`src/rtl/decode_stage_if.sv`:
```
// decode_stage_if
//   Bundles every non-clock/reset signal of the decode stage.
//   master : the surrounding pipeline (fetch, HDU, write-back, execute side)
//   slave  : decode_stage itself
//   IF/ID inputs : Instr_D, Pc_D, prediction_D, hit_D, GHR_D
//   HDU input    : flush_E
//   WB inputs    : RegWrite_W, WriteReg_W, Result_W
//   Comb outputs : opcode_D, targetAddress_D, IF_ID_write, PC_WRite
//   ID/EX outputs: RD1_E .. RegDst_E
interface decode_stage_if;
  logic [31:0] Instr_D;
  logic [4:0]  Pc_D;
  logic        prediction_D;
  logic        hit_D;
  logic [3:0]  GHR_D;
  logic        flush_E;
  logic        RegWrite_W;
  logic [4:0]  WriteReg_W;
  logic [31:0] Result_W;

  logic [5:0]  opcode_D;
  logic [31:0] targetAddress_D;
  logic        IF_ID_write;
  logic        PC_WRite;

  logic [31:0] RD1_E, RD2_E, Imm_E;
  logic [4:0]  Rs_E, Rt_E, Rd_E, Pc_E;
  logic [5:0]  functJR_E;
  logic [3:0]  Pc_Xor_GR_E;
  logic [1:0]  ALUOp_E;
  logic        rtype_E, branch_E, bne_E, prediction_E, hit_E, RegWrite_E;
  logic        MemRead_E, MemWrite_E, MemtoReg_E, ALUSrc_E, RegDst_E;

  modport master (
    output Instr_D, Pc_D, prediction_D, hit_D, GHR_D, flush_E,
           RegWrite_W, WriteReg_W, Result_W,
    input  opcode_D, targetAddress_D, IF_ID_write, PC_WRite,
           RD1_E, RD2_E, Imm_E, Rs_E, Rt_E, Rd_E, Pc_E, functJR_E, Pc_Xor_GR_E,
           ALUOp_E, rtype_E, branch_E, bne_E, prediction_E, hit_E, RegWrite_E,
           MemRead_E, MemWrite_E, MemtoReg_E, ALUSrc_E, RegDst_E
  );

  modport slave (
    input  Instr_D, Pc_D, prediction_D, hit_D, GHR_D, flush_E,
           RegWrite_W, WriteReg_W, Result_W,
    output opcode_D, targetAddress_D, IF_ID_write, PC_WRite,
           RD1_E, RD2_E, Imm_E, Rs_E, Rt_E, Rd_E, Pc_E, functJR_E, Pc_Xor_GR_E,
           ALUOp_E, rtype_E, branch_E, bne_E, prediction_E, hit_E, RegWrite_E,
           MemRead_E, MemWrite_E, MemtoReg_E, ALUSrc_E, RegDst_E
  );
endinterface

```
`src/rtl/decode_stage.sv`:
```
// decode_stage
//   Decode stage of the five-stage pipeline: decodes the IF/ID instruction,
//   reads the 32x32 register file (write port driven by write-back), computes
//   the branch target, detects load-use hazards and holds the ID/EX register.
// Ports:
//   clk    : sole clock, rising edge
//   reset  : synchronous, active-high; clears register file and ID/EX
//   io_dec : decode_stage_if.slave, all data/control signals
// Build option:
//   DECODE_WB_BYPASS_EN : when defined, a write-back to the register being
//   read is returned by the read port in the same cycle.
module decode_stage #(
  parameter int RF_DEPTH = 32,
  parameter int PC_W     = 5,
  parameter int GHR_W    = 4
) (
  input logic           clk,
  input logic           reset,
  decode_stage_if.slave io_dec
);

  typedef struct packed {
    logic       rtype;
    logic       branch;
    logic       bne;
    logic       reg_write;
    logic       mem_read;
    logic       mem_write;
    logic       mem_to_reg;
    logic       alu_src;
    logic       reg_dst;
    logic [1:0] alu_op;
  } ctrl_t;

  // Field extraction
  logic [5:0]  w_opcode;
  logic [4:0]  w_rs, w_rt, w_rd;
  logic [31:0] w_imm_ext;
  assign w_opcode  = io_dec.Instr_D[31:26];
  assign w_rs      = io_dec.Instr_D[25:21];
  assign w_rt      = io_dec.Instr_D[20:16];
  assign w_rd      = io_dec.Instr_D[15:11];
  assign w_imm_ext = {{16{io_dec.Instr_D[15]}}, io_dec.Instr_D[15:0]};

  // Control decode; unknown opcodes fall through as a NOP
  ctrl_t w_ctrl;
  always_comb begin
    w_ctrl = '0;
    case (w_opcode)
      6'h00: begin w_ctrl.reg_write = 1'b1; w_ctrl.reg_dst = 1'b1;
                   w_ctrl.rtype = 1'b1; w_ctrl.alu_op = 2'b10; end
      6'h08: begin w_ctrl.reg_write = 1'b1; w_ctrl.alu_src = 1'b1; end
      6'h23: begin w_ctrl.reg_write = 1'b1; w_ctrl.alu_src = 1'b1;
                   w_ctrl.mem_read = 1'b1; w_ctrl.mem_to_reg = 1'b1; end
      6'h2B: begin w_ctrl.alu_src = 1'b1; w_ctrl.mem_write = 1'b1; end
      6'h04: begin w_ctrl.branch = 1'b1; w_ctrl.alu_op = 2'b01; end
      6'h05: begin w_ctrl.branch = 1'b1; w_ctrl.bne = 1'b1; w_ctrl.alu_op = 2'b01; end
      default: w_ctrl = '0;
    endcase
  end

  // Branch target, wraps modulo 2^32
  assign io_dec.opcode_D        = w_opcode;
  assign io_dec.targetAddress_D = {{(32-PC_W){1'b0}}, io_dec.Pc_D} + 32'd1 + w_imm_ext;

  // Register file: flop array so reset can clear every entry in one edge.
  // Entry 0 is never written; reads of index 0 are forced to zero below.
  logic [31:0] r_rf [0:RF_DEPTH-1];
  genvar gi;
  generate
    for (gi = 0; gi < RF_DEPTH; gi++) begin : g_rf
      always_ff @(posedge clk) begin
        if (reset)
          r_rf[gi] <= '0;
        else if (io_dec.RegWrite_W && (io_dec.WriteReg_W != 5'd0) &&
                 (io_dec.WriteReg_W == 5'(gi)))
          r_rf[gi] <= io_dec.Result_W;
      end
    end
  endgenerate

  logic [31:0] w_rd1, w_rd2;
  always_comb begin
    w_rd1 = (w_rs == 5'd0) ? 32'd0 : r_rf[w_rs];
    w_rd2 = (w_rt == 5'd0) ? 32'd0 : r_rf[w_rt];
`ifdef DECODE_WB_BYPASS_EN
    if (io_dec.RegWrite_W && (io_dec.WriteReg_W != 5'd0)) begin
      if (io_dec.WriteReg_W == w_rs) w_rd1 = io_dec.Result_W;
      if (io_dec.WriteReg_W == w_rt) w_rd2 = io_dec.Result_W;
    end
`endif
  end

  // ID/EX register
  ctrl_t       r_ctrl_E;
  logic [31:0] r_rd1_E, r_rd2_E, r_imm_E;
  logic [4:0]  r_rs_E, r_rt_E, r_rd_E, r_pc_E;
  logic [5:0]  r_funct_E;
  logic [GHR_W-1:0] r_pxg_E;
  logic        r_pred_E, r_hit_E;

  // Load-use hazard. rt is only a true source for R-type, branches and sw;
  // a flush kills the consumer, so it must not also freeze the front end.
  logic w_uses_rt, w_stall;
  assign w_uses_rt = (w_opcode == 6'h00) || (w_opcode == 6'h04) ||
                     (w_opcode == 6'h05) || (w_opcode == 6'h2B);
  assign w_stall   = r_ctrl_E.mem_read && (r_rt_E != 5'd0) &&
                     ((r_rt_E == w_rs) || ((r_rt_E == w_rt) && w_uses_rt)) &&
                     !io_dec.flush_E;

  assign io_dec.IF_ID_write = ~w_stall;
  assign io_dec.PC_WRite    = ~w_stall;

  always_ff @(posedge clk) begin
    if (reset || io_dec.flush_E || w_stall) begin
      r_ctrl_E  <= '0;
      r_rd1_E   <= '0;
      r_rd2_E   <= '0;
      r_imm_E   <= '0;
      r_rs_E    <= '0;
      r_rt_E    <= '0;
      r_rd_E    <= '0;
      r_pc_E    <= '0;
      r_funct_E <= '0;
      r_pxg_E   <= '0;
      r_pred_E  <= 1'b0;
      r_hit_E   <= 1'b0;
    end else begin
      r_ctrl_E  <= w_ctrl;
      r_rd1_E   <= w_rd1;
      r_rd2_E   <= w_rd2;
      r_imm_E   <= w_imm_ext;
      r_rs_E    <= w_rs;
      r_rt_E    <= w_rt;
      r_rd_E    <= w_rd;
      r_pc_E    <= io_dec.Pc_D;
      r_funct_E <= io_dec.Instr_D[5:0];
      r_pxg_E   <= io_dec.Pc_D[GHR_W-1:0] ^ io_dec.GHR_D;
      r_pred_E  <= io_dec.prediction_D;
      r_hit_E   <= io_dec.hit_D;
    end
  end

  assign io_dec.RD1_E        = r_rd1_E;
  assign io_dec.RD2_E        = r_rd2_E;
  assign io_dec.Imm_E        = r_imm_E;
  assign io_dec.Rs_E         = r_rs_E;
  assign io_dec.Rt_E         = r_rt_E;
  assign io_dec.Rd_E         = r_rd_E;
  assign io_dec.Pc_E         = r_pc_E;
  assign io_dec.functJR_E    = r_funct_E;
  assign io_dec.Pc_Xor_GR_E  = r_pxg_E;
  assign io_dec.ALUOp_E      = r_ctrl_E.alu_op;
  assign io_dec.rtype_E      = r_ctrl_E.rtype;
  assign io_dec.branch_E     = r_ctrl_E.branch;
  assign io_dec.bne_E        = r_ctrl_E.bne;
  assign io_dec.prediction_E = r_pred_E;
  assign io_dec.hit_E        = r_hit_E;
  assign io_dec.RegWrite_E   = r_ctrl_E.reg_write;
  assign io_dec.MemRead_E    = r_ctrl_E.mem_read;
  assign io_dec.MemWrite_E   = r_ctrl_E.mem_write;
  assign io_dec.MemtoReg_E   = r_ctrl_E.mem_to_reg;
  assign io_dec.ALUSrc_E     = r_ctrl_E.alu_src;
  assign io_dec.RegDst_E     = r_ctrl_E.reg_dst;

endmodule

```
`src/flat_wrapper.sv`:
```
// flat-port wrapper written by rule: the top's interface ports become plain ports
module decode_stage_flat 
#(
  parameter int RF_DEPTH = 32,
  parameter int PC_W     = 5,
  parameter int GHR_W    = 4
)
  (clk, reset, io_dec_Instr_D, io_dec_Pc_D, io_dec_prediction_D, io_dec_hit_D, io_dec_GHR_D, io_dec_flush_E, io_dec_RegWrite_W, io_dec_WriteReg_W, io_dec_Result_W, io_dec_opcode_D, io_dec_targetAddress_D, io_dec_IF_ID_write, io_dec_PC_WRite, io_dec_RD1_E, io_dec_RD2_E, io_dec_Imm_E, io_dec_Rs_E, io_dec_Rt_E, io_dec_Rd_E, io_dec_Pc_E, io_dec_functJR_E, io_dec_Pc_Xor_GR_E, io_dec_ALUOp_E, io_dec_rtype_E, io_dec_branch_E, io_dec_bne_E, io_dec_prediction_E, io_dec_hit_E, io_dec_RegWrite_E, io_dec_MemRead_E, io_dec_MemWrite_E, io_dec_MemtoReg_E, io_dec_ALUSrc_E, io_dec_RegDst_E);
  decode_stage_if io_dec_i ();
  input logic clk;
  input logic reset;
  input wire logic [$bits(io_dec_i.Instr_D)-1:0] io_dec_Instr_D;
  input wire logic [$bits(io_dec_i.Pc_D)-1:0] io_dec_Pc_D;
  input wire logic [$bits(io_dec_i.prediction_D)-1:0] io_dec_prediction_D;
  input wire logic [$bits(io_dec_i.hit_D)-1:0] io_dec_hit_D;
  input wire logic [$bits(io_dec_i.GHR_D)-1:0] io_dec_GHR_D;
  input wire logic [$bits(io_dec_i.flush_E)-1:0] io_dec_flush_E;
  input wire logic [$bits(io_dec_i.RegWrite_W)-1:0] io_dec_RegWrite_W;
  input wire logic [$bits(io_dec_i.WriteReg_W)-1:0] io_dec_WriteReg_W;
  input wire logic [$bits(io_dec_i.Result_W)-1:0] io_dec_Result_W;
  output wire logic [$bits(io_dec_i.opcode_D)-1:0] io_dec_opcode_D;
  output wire logic [$bits(io_dec_i.targetAddress_D)-1:0] io_dec_targetAddress_D;
  output wire logic [$bits(io_dec_i.IF_ID_write)-1:0] io_dec_IF_ID_write;
  output wire logic [$bits(io_dec_i.PC_WRite)-1:0] io_dec_PC_WRite;
  output wire logic [$bits(io_dec_i.RD1_E)-1:0] io_dec_RD1_E;
  output wire logic [$bits(io_dec_i.RD2_E)-1:0] io_dec_RD2_E;
  output wire logic [$bits(io_dec_i.Imm_E)-1:0] io_dec_Imm_E;
  output wire logic [$bits(io_dec_i.Rs_E)-1:0] io_dec_Rs_E;
  output wire logic [$bits(io_dec_i.Rt_E)-1:0] io_dec_Rt_E;
  output wire logic [$bits(io_dec_i.Rd_E)-1:0] io_dec_Rd_E;
  output wire logic [$bits(io_dec_i.Pc_E)-1:0] io_dec_Pc_E;
  output wire logic [$bits(io_dec_i.functJR_E)-1:0] io_dec_functJR_E;
  output wire logic [$bits(io_dec_i.Pc_Xor_GR_E)-1:0] io_dec_Pc_Xor_GR_E;
  output wire logic [$bits(io_dec_i.ALUOp_E)-1:0] io_dec_ALUOp_E;
  output wire logic [$bits(io_dec_i.rtype_E)-1:0] io_dec_rtype_E;
  output wire logic [$bits(io_dec_i.branch_E)-1:0] io_dec_branch_E;
  output wire logic [$bits(io_dec_i.bne_E)-1:0] io_dec_bne_E;
  output wire logic [$bits(io_dec_i.prediction_E)-1:0] io_dec_prediction_E;
  output wire logic [$bits(io_dec_i.hit_E)-1:0] io_dec_hit_E;
  output wire logic [$bits(io_dec_i.RegWrite_E)-1:0] io_dec_RegWrite_E;
  output wire logic [$bits(io_dec_i.MemRead_E)-1:0] io_dec_MemRead_E;
  output wire logic [$bits(io_dec_i.MemWrite_E)-1:0] io_dec_MemWrite_E;
  output wire logic [$bits(io_dec_i.MemtoReg_E)-1:0] io_dec_MemtoReg_E;
  output wire logic [$bits(io_dec_i.ALUSrc_E)-1:0] io_dec_ALUSrc_E;
  output wire logic [$bits(io_dec_i.RegDst_E)-1:0] io_dec_RegDst_E;
  assign io_dec_i.Instr_D = io_dec_Instr_D;
  assign io_dec_i.Pc_D = io_dec_Pc_D;
  assign io_dec_i.prediction_D = io_dec_prediction_D;
  assign io_dec_i.hit_D = io_dec_hit_D;
  assign io_dec_i.GHR_D = io_dec_GHR_D;
  assign io_dec_i.flush_E = io_dec_flush_E;
  assign io_dec_i.RegWrite_W = io_dec_RegWrite_W;
  assign io_dec_i.WriteReg_W = io_dec_WriteReg_W;
  assign io_dec_i.Result_W = io_dec_Result_W;
  assign io_dec_opcode_D = io_dec_i.opcode_D;
  assign io_dec_targetAddress_D = io_dec_i.targetAddress_D;
  assign io_dec_IF_ID_write = io_dec_i.IF_ID_write;
  assign io_dec_PC_WRite = io_dec_i.PC_WRite;
  assign io_dec_RD1_E = io_dec_i.RD1_E;
  assign io_dec_RD2_E = io_dec_i.RD2_E;
  assign io_dec_Imm_E = io_dec_i.Imm_E;
  assign io_dec_Rs_E = io_dec_i.Rs_E;
  assign io_dec_Rt_E = io_dec_i.Rt_E;
  assign io_dec_Rd_E = io_dec_i.Rd_E;
  assign io_dec_Pc_E = io_dec_i.Pc_E;
  assign io_dec_functJR_E = io_dec_i.functJR_E;
  assign io_dec_Pc_Xor_GR_E = io_dec_i.Pc_Xor_GR_E;
  assign io_dec_ALUOp_E = io_dec_i.ALUOp_E;
  assign io_dec_rtype_E = io_dec_i.rtype_E;
  assign io_dec_branch_E = io_dec_i.branch_E;
  assign io_dec_bne_E = io_dec_i.bne_E;
  assign io_dec_prediction_E = io_dec_i.prediction_E;
  assign io_dec_hit_E = io_dec_i.hit_E;
  assign io_dec_RegWrite_E = io_dec_i.RegWrite_E;
  assign io_dec_MemRead_E = io_dec_i.MemRead_E;
  assign io_dec_MemWrite_E = io_dec_i.MemWrite_E;
  assign io_dec_MemtoReg_E = io_dec_i.MemtoReg_E;
  assign io_dec_ALUSrc_E = io_dec_i.ALUSrc_E;
  assign io_dec_RegDst_E = io_dec_i.RegDst_E;
  decode_stage #(.RF_DEPTH(RF_DEPTH), .PC_W(PC_W), .GHR_W(GHR_W)) u_core (.clk(clk), .reset(reset), .io_dec(io_dec_i));
endmodule
```
`config.mk`:
```
export PLATFORM = sky130hd
export DESIGN_NAME = decode_stage_flat
export DESIGN_NICKNAME = d
export VERILOG_FILES = /design/src/rtl/decode_stage_if.sv /design/src/rtl/decode_stage.sv /design/src/flat_wrapper.sv
export SDC_FILE = /design/constraint.sdc
export NUM_CORES = 2
export LEC_CHECK = 0
export CAP_MARGIN = 10
export CELL_PAD_IN_SITES_DETAIL_PLACEMENT = 0
export CELL_PAD_IN_SITES_GLOBAL_PLACEMENT = 1
export CORE_ASPECT_RATIO = 0.5
export CORE_MARGIN = 2
export CORE_UTILIZATION = 35
export CTS_CLUSTER_DIAMETER = 200
export DETAILED_ROUTE_END_ITERATION = 8
export GPL_TIMING_DRIVEN = 1
export PLACE_DENSITY = 0.59
export SYNTH_ARGS = -nofsm -noshare
export SYNTH_HDL_FRONTEND = slang
export SYNTH_SLANG_ARGS = --single-unit
```
`constraint.sdc`:
```
create_clock -name clk -period 2.8 [get_ports clk]
set_clock_uncertainty 0.05 [all_clocks]
set_input_delay 0.42 -clock clk [delete_from_list [all_inputs] [get_ports clk]]
set_output_delay 0.42 -clock clk [all_outputs]
set_load 0.005 [all_outputs]
```
After elaboration in Yosys (flattened, before gate mapping)
Memory sizes are Yosys's and may differ from the RTL's. A register that Yosys moved wholly into a read port is not among the register bits.
Cells that the tools add are included.
{ "totals": {"regBits": 57, "latch_bits": 0, "ram_bits": 1024, "romBits": 0, "input_bits": 84, "memories": 1} }
{ "classes": {"n_addsub": 2, "multipliers": 0, "div": 0, "order_cmp": 0, "n_eq_ne": 38, "n_shift": 0, "mux": 138, "bitwise_logic": 34, "n_reduce_logical": 55} }
{ "memory_table": {"columns": ["name", "words", "word_bits", "rd", "rd_ports_with_merged_regs", "write_ports", "line_no", "rtl"], "rows": [
  ["u_core.r_rf", 32, 32, 2, 2, 32, "decode_stage.sv:68", "logic [31:0] r_rf [0:RF_DEPTH-1];"]
]} }
{ "op_table": {"columns": ["cell", "n"], "rows": [
  ["two-way mux 32 bit", 32],
  ["two-way mux 1 bit", 105],
  ["equality test 5 bit (second input constant)", 16],
  ["equality test 5 x 4 -> 1 bit (second input constant)", 8],
  ["logical AND 1 bit", 37],
  ["OR 1 bit", 32],
  ["equality test 5 x 3 -> 1 bit (second input constant)", 4],
  ["adder 7 x 16 -> 17 bit", 1],
  ["logical NOT 5 bit", 3],
  ["equality test 6 x 3 -> 1 bit (second input constant)", 2],
  ["equality test 6 bit (second input constant)", 2],
  ["equality test 5 x 2 -> 1 bit (second input constant)", 2],
  ["equality test 5 bit", 2],
  ["nonzero test 5 bit", 2],
  ["adder 5 x 1 -> 6 bit (second input constant)", 1],
  ["equality test 6 x 4 -> 1 bit (second input constant)", 1],
  ["logical NOT 6 bit", 1],
  ["logical OR 1 bit", 6],
  ["OR reduction 2 bit", 3],
  ["OR reduction 3 bit", 2],
  ["equality test 5 x 1 -> 1 bit (second input constant)", 1],
  ["one-hot mux 2 bit (2 select lines)", 1],
  ["bitwise XOR 4 bit", 1],
  ["logical NOT 1 bit", 1],
  ["inverter 1 bit", 1]
]} }

Logic depth before layout (Yosys ltp)
{ "depth": {"depth_word": 10, "mapped_depth": 9, "ltp_nobuf": 8} }

Worst setup path after synthesis
OpenSTA, ideal clock, no wires.
{ "synth_path": {"path_kind": "input port to output port", "from": "in io_dec_Pc_D[0]", "to": "out io_dec_targetAddress_D[17]", "t_arrival_ns": 2.658, "slack_ns": -0.328, "stages": 7, "n_path_buf": 1, "cell_sequence": "ha_1 -> fa_1 -> a21o_1 -> a21oi_1 -> o21ai_0 -> a31oi_1 -> buf_4"} }
{ "synth_between": {"elab_chain_cells": 2} }
{ "synth_lines": {"columns": ["element", "line_no", "rtl"], "rows": [
  ["start: declaration", "flat_wrapper.sv:13", "input wire logic [$bits(io_dec_i.Pc_D)-1:0] io_dec_Pc_D;"],
  ["adder 5 x 1 -> 6 bit", "decode_stage.sv:64", "assign io_dec.targetAddress_D = {{(32-PC_W){1'b0}}, io_dec.Pc_D} + 32'd1 + w_imm_ext;"],
  ["adder 7 x 16 -> 17 bit", "decode_stage.sv:64", null],
  ["end: declaration", "flat_wrapper.sv:22", "output wire logic [$bits(io_dec_i.targetAddress_D)-1:0] io_dec_targetAddress_D;"]
]} }
No other way between the ends.

Final worst setup path
{ "layout_path": {"from": "in io_dec_Instr_D[17]", "to": "reg u_core.r_rd2_E[2] (netlist: u_core.io_dec.RD2_E[2]), read port of u_core.r_rf"} }
{ "layout_between": {"elab_chain_cells": 7} }
{ "layout_lines": {"columns": ["element", "line_no", "rtl"], "rows": [
  ["start: declaration", "flat_wrapper.sv:12", "input wire logic [$bits(io_dec_i.Instr_D)-1:0] io_dec_Instr_D;"],
  ["equality test 5 bit", "decode_stage.sv:108", "((r_rt_E == w_rs) || ((r_rt_E == w_rt) && w_uses_rt)) &&"],
  ["logical AND 1 bit", "decode_stage.sv:108", null],
  ["logical OR 1 bit", "decode_stage.sv:108", null],
  ["logical AND 1 bit", "decode_stage.sv:107", "assign w_stall = r_ctrl_E.mem_read && (r_rt_E != 5'd0) &&"],
  ["logical AND 1 bit", "decode_stage.sv:108", null],
  ["logical OR 1 bit", "decode_stage.sv:115", "if (reset || io_dec.flush_E || w_stall) begin"],
  ["OR reduction 2 bit (no line)", null, null],
  ["end: declaration", "decode_stage.sv:96", "logic [31:0] r_rd1_E, r_rd2_E, r_imm_E;"]
]} }
Several ways; a longest one is shown, not always the timed one.
A chain may end at the register's enable or synchronous reset.

==> impl_metrics.sql <==
INSERT INTO impl_metrics (metric_group, metric, value, unit) VALUES
('outcome', 'outcome', 'finished, violations left', ''),
('outcome', 'violations', 'setup timing', ''),
('setup_path', 'worst-endpoint-required', '3.40', 'ns'),
('clock_network', 'cts_root_buf', 'sky130_fd_sc_hd__clkbuf_16', ''),
('placement', 'gp_routability_congestion', '0.9090', ''),
('timing', 'worst_slew_pin_slew', '1.163', 'ns'),
('pwr', 'clock_network_power_share', '36.9', '%'),
('pwr', 'power_switching', '11.06', 'mW'),
('timing', 'timing_hold_violations_final', '0', ''),
('clock_network', 'tritoncts', 'built', ''),
('routing', 'met1Wirelength', '97700', 'microns'),
('routing', 'wire_per_inst', '32.06', 'microns'),
('clock_network', 'clk_pin_slew', '0.06', 'ns'),
('logic_synthesis', 'syn_avg_cell_area', '13.51', 'sq um'),
('clock_network', 'total_clock_buffers_created_by_cts', '115', ''),
('pwr', 'power_report.internal_total', '29.95', 'mW'),
('setup_path', 'worst_ep_arrival_time', '3.44', 'ns'),
('pwr', 'total_power', '41.01', 'mW'),
('global_route', 'number_of_antenna_violations_at_the_first_check_in_global_routing', '25', ''),
('clock_network', 'clock_tree.htree_level_count', '3', ''),
('timing', 'drv_slew', '0', ''),
('routing', 'route.final.wire_length', '229300', 'microns'),
('final_layout', 'nets', '4870', ''),
('logic_synthesis', 'fraction_of_synthesized_cell_area_taken_by_the_top_area_cell_type', '51.75', '%'),
('timing', 'final_tns_setup', '-0.04251', 'ns'),
('placement', 'place_hpwl', '143000', 'microns'),
('timing', 'slew_headroom', '22.49', '%'),
('pwr', 'p_sw_share', '26.97', '%'),
('final_layout', 'flow.area_growth_from_synthesis', '21.11', '%'),
('min_path', 'timing.hold.worst.class', 'in -> reg', ''),
('timing', 'finalSetupViolCount', '1', ''),
('die', 'fp.dieW', '586.7', 'microns'),
('logic_synthesis', 'synth_cell_type_count', '51', ''),
('timing', 'final_critical_path_setup_slack', '-0.04251', 'ns'),
('die', 'fp.coreArea', '167900', 'sq um'),
('logic_synthesis', 'count_of_flip_flops_with_a_built_in_enable_after_synthesis', '1024', ''),
('pwr', 'seq_power_share', '48.5', '%'),
('die', 'dieArea', '173300', 'sq um'),
('placement', 'post-place-cells', '6920', ''),
('routing', 'num_vias', '41350', ''),
('pwr', 'vdd_drop_max', '547.8', 'uV'),
('routing', 'first_iter_violations', '5043', ''),
('setup_path', 'worstSetupPathType', 'in -> reg', ''),
('timing', 'finalCriticalPeriod', '2.843', 'ns'),
('logic_synthesis', 'ys_seq_area_share', '55.46', '%'),
('pwr', 'cellPowerDensity', '570.0', 'nW/um^2'),
('final_layout', 'post_layout_nonfiller_instances', '7152', ''),
('routing', 'number_of_detailed_routing_iterations_run_before_antenna_repair', '5', ''),
('global_route', 'grt_max_degree', '68', ''),
('routing', 'routed-wl-met3', '26460', 'microns'),
('clock_network', 'clkSinkCount', '1134', ''),
('clock_network', 'clock_tree.buffer_depth', '3', ''),
('logic_synthesis', 'prevailing_post_synth_register_cell', 'sky130_fd_sc_hd__edfxtp_1', ''),
('placement', 'post-place-ws', '-0.9615', 'ns'),
('setup_path', 'crit_path_max_fanout', '32', ''),
('global_route', 'number_of_global_route_vias_before_repair', '40880', ''),
('pwr', 'share_comb_of_total_power', '14.6', '%'),
('logic_synthesis', 'synth.cell_area', '59420', 'sq um'),
('global_route', 'globalRouteTotalUtil', '25.95', '%'),
('routing', 'met2_wirelength', '99950', 'microns'),
('global_route', 'grt_pass1_wl', '317100', 'microns'),
('logic_synthesis', 'gate_count_post_synth', '4398', ''),
('final_layout', 'fraction_of_final_layout_cells_sized_beyond_drive_strength_1', '22.01', '%'),
('die', 'placement_rows', '106', ''),
('setup_path', 'worst_setup_end_kind', 'flop', ''),
('routing', 'route.detailed.drc', '0', ''),
('logic_synthesis', 'postSynthRegisterBits', '1134', ''),
('logic_synthesis', 'yosys.area.top_type', 'sky130_fd_sc_hd__edfxtp_1', ''),
('die', 'ios', '263', ''),
('clock_network', 'worst_skew_pair.late_latency', '0.76', 'ns'),
('logic_synthesis', 'synth_area_leaders', 'sky130_fd_sc_hd__edfxtp_1 52%, sky130_fd_sc_hd__and2_1 10%, sky130_fd_sc_hd__mux4_2 9.7%', '');
## cell usage after synthesis, drive strengths merged (3+ instances only)
cell    number
a21o        10
a21oi        7
a221o       64
a221oi     192
a22oi       64
a31o         3
a31oi       65
and2       994
and4         3
and4bb      62
buf        190
clkbuf     318
dfxtp      110
edfxtp    1024
ha           7
inv         35
mux2i      512
mux4       256
nand2       17
nand2b       8
nand3       76
nand4        5
nor2        74
nor2b        8
nor3        87
nor4         6
o21ai      130
o21bai      21
or3          3
xnor2       21
xor2         9
## path summary, 6_finish.rpt
path / depth (start not counted) / to / slack [ns] / from
min reg2reg: 4 / u_core.io_dec.RD1_E[6] / 0.91 / u_core.r_rf[27][6]
max reg2reg: 8 / u_core.io_dec.RD1_E[30] / 0.45 / u_core.r_rf[5][30]
min: 4 / u_core.io_dec.Pc_E[2] / 0.04 / io_dec_Pc_D[2]
max: 8 / u_core.io_dec.RD2_E[2] / -0.04 / io_dec_Instr_D[17]
## kinds of logic (layout without fill, tap and decap cells)
logic type               after synthesis  count (layout)  synth area share [%]
AND/OR/NAND/NOR                     1350            1350                 14.19
adder cells (fa/ha/maj)                8               8                0.1811
flip-flops                          1134            1134                 55.46
other                                  1              40              0.006311
buffers and inverters                545             992                 4.311
XOR/XNOR                              30              30                0.4422
multiplexers                         768             768                 18.33
AO/OA/AOI/OAI                        562             562                 7.084
## worst max-delay path, cell delays in order
cell,delay (ns)
sky130_fd_sc_hd__buf_6,0.18
sky130_fd_sc_hd__dlygate4sd3_1,0.63
sky130_fd_sc_hd__inv_1,0.10
sky130_fd_sc_hd__nor2_4,0.87
sky130_fd_sc_hd__a221o_1,0.49
sky130_fd_sc_hd__a31oi_1,0.27
sky130_fd_sc_hd__buf_4,0.23
sky130_fd_sc_hd__and4bb_1,0.19
## placed cells by master, fill, tap and decap left out, types with 36 or more instances in the layout
| cell type | synthesis | routed |
|---|---|---|
| sky130_fd_sc_hd__edfxtp_1 | 1024 | 1024 |
| sky130_fd_sc_hd__and2_1 | 994 | 992 |
| sky130_fd_sc_hd__mux2i_1 | 512 | 512 |
| sky130_fd_sc_hd__buf_4 | 88 | 339 |
| sky130_fd_sc_hd__mux4_2 | 256 | 256 |
| sky130_fd_sc_hd__clkdlybuf4s50_1 | 0 | 212 |
| sky130_fd_sc_hd__a221oi_1 | 192 | 192 |
| sky130_fd_sc_hd__buf_12 | 0 | 135 |
| sky130_fd_sc_hd__o21ai_0 | 130 | 128 |
| sky130_fd_sc_hd__clkbuf_16 | 0 | 117 |
| sky130_fd_sc_hd__dfxtp_1 | 110 | 106 |
| sky130_fd_sc_hd__nor3_1 | 87 | 73 |
| sky130_fd_sc_hd__nand3_1 | 76 | 73 |
| sky130_fd_sc_hd__a22oi_1 | 64 | 64 |
| sky130_fd_sc_hd__a221o_1 | 64 | 64 |
| sky130_fd_sc_hd__a31oi_1 | 65 | 64 |
| sky130_fd_sc_hd__and4bb_2 | 56 | 56 |
| sky130_fd_sc_hd__nor2_1 | 74 | 49 |
| sky130_fd_sc_hd__clkinv_1 | 2 | 36 |
## state kept, by name (all words and copies together), names as in the netlist
register                    cells
u_core.io_dec.RD1_E            32
u_core.io_dec.prediction_E      1
u_core.io_dec.rtype_E           1
u_core.io_dec.Rd_E              5
u_core.io_dec.RegWrite_E        1
u_core.io_dec.hit_E             1
u_core.io_dec.bne_E             1
u_core.io_dec.Imm_E             6
u_core.io_dec.branch_E          1
u_core.io_dec.MemWrite_E        1
u_core.io_dec.MemRead_E         1
u_core.io_dec.ALUSrc_E          1
u_core.io_dec.Rt_E              5
u_core.io_dec.functJR_E         5
u_core.io_dec.Rs_E              5
u_core.r_rf                  1024
u_core.io_dec.Pc_E              5
u_core.io_dec.Pc_Xor_GR_E       4
u_core.io_dec.ALUOp_E           2
u_core.io_dec.RD2_E            32
## area by class of cell
type	instances	area, sq um	area share [%]
Clock inverter	61	432.9	0.6016
Multi-Input combinational cell	2750	24620	34.22
Clock buffer	154	3118	4.333
Sequential cell	1134	32960	45.80
Antenna cell	8	20.02	0.02782
Timing Repair Buffer	740	7831	10.88
Tap cell	2268	2838	3.943
Inverter	37	141.4	0.1965
## timing repair
action                                  in CTS  in global routing
hold buffers                                 7                  0
gates cloned                                 1                  0
hold endpoints to repair                     8                  0
endpoints found under the setup margin      32                 27
pin swaps                                   17                 15
setup buffers                                4                  0
resized for setup                          123                 32
## per-stage QoR
stage	utilization, %	area (sq um)	hold WS, ns
2_1_floorplan	-	59600	0.4481
4_1_cts	42.84	71930	0.07270
3_5_place_dp	40.65	68260	0.7194
6_report	42.86	71960	0.04401
5_1_grt	42.85	71940	0.01912
3_3_place_gp	40.65	68260	0.7087
## layer usage
layer	up-vias	global-route usage, %
met2	2132	39.16
met4	0	6.275
met3	298	9.028
li1	17490	-
met1	21430	35.71
met5	-	0
## power groups by stage
| stage | Clock (mW) | Sequential (mW) | Combinational (mW) |
|---|---|---|---|
| 4_1_cts | 15.4 | 19.9 | 5.89 |
| 3_5_place_dp | 0 | 20.2 | 5.86 |
| 6_report | 15.1 | 19.9 | 5.99 |
| 5_1_grt | 16.0 | 20.0 | 6.24 |
| 3_3_place_gp | 0 | 20.2 | 5.85 |
| 2_1_floorplan | 0 | 20.1 | 2.94 |
Note: power is estimated with default switching activity, not from simulation.
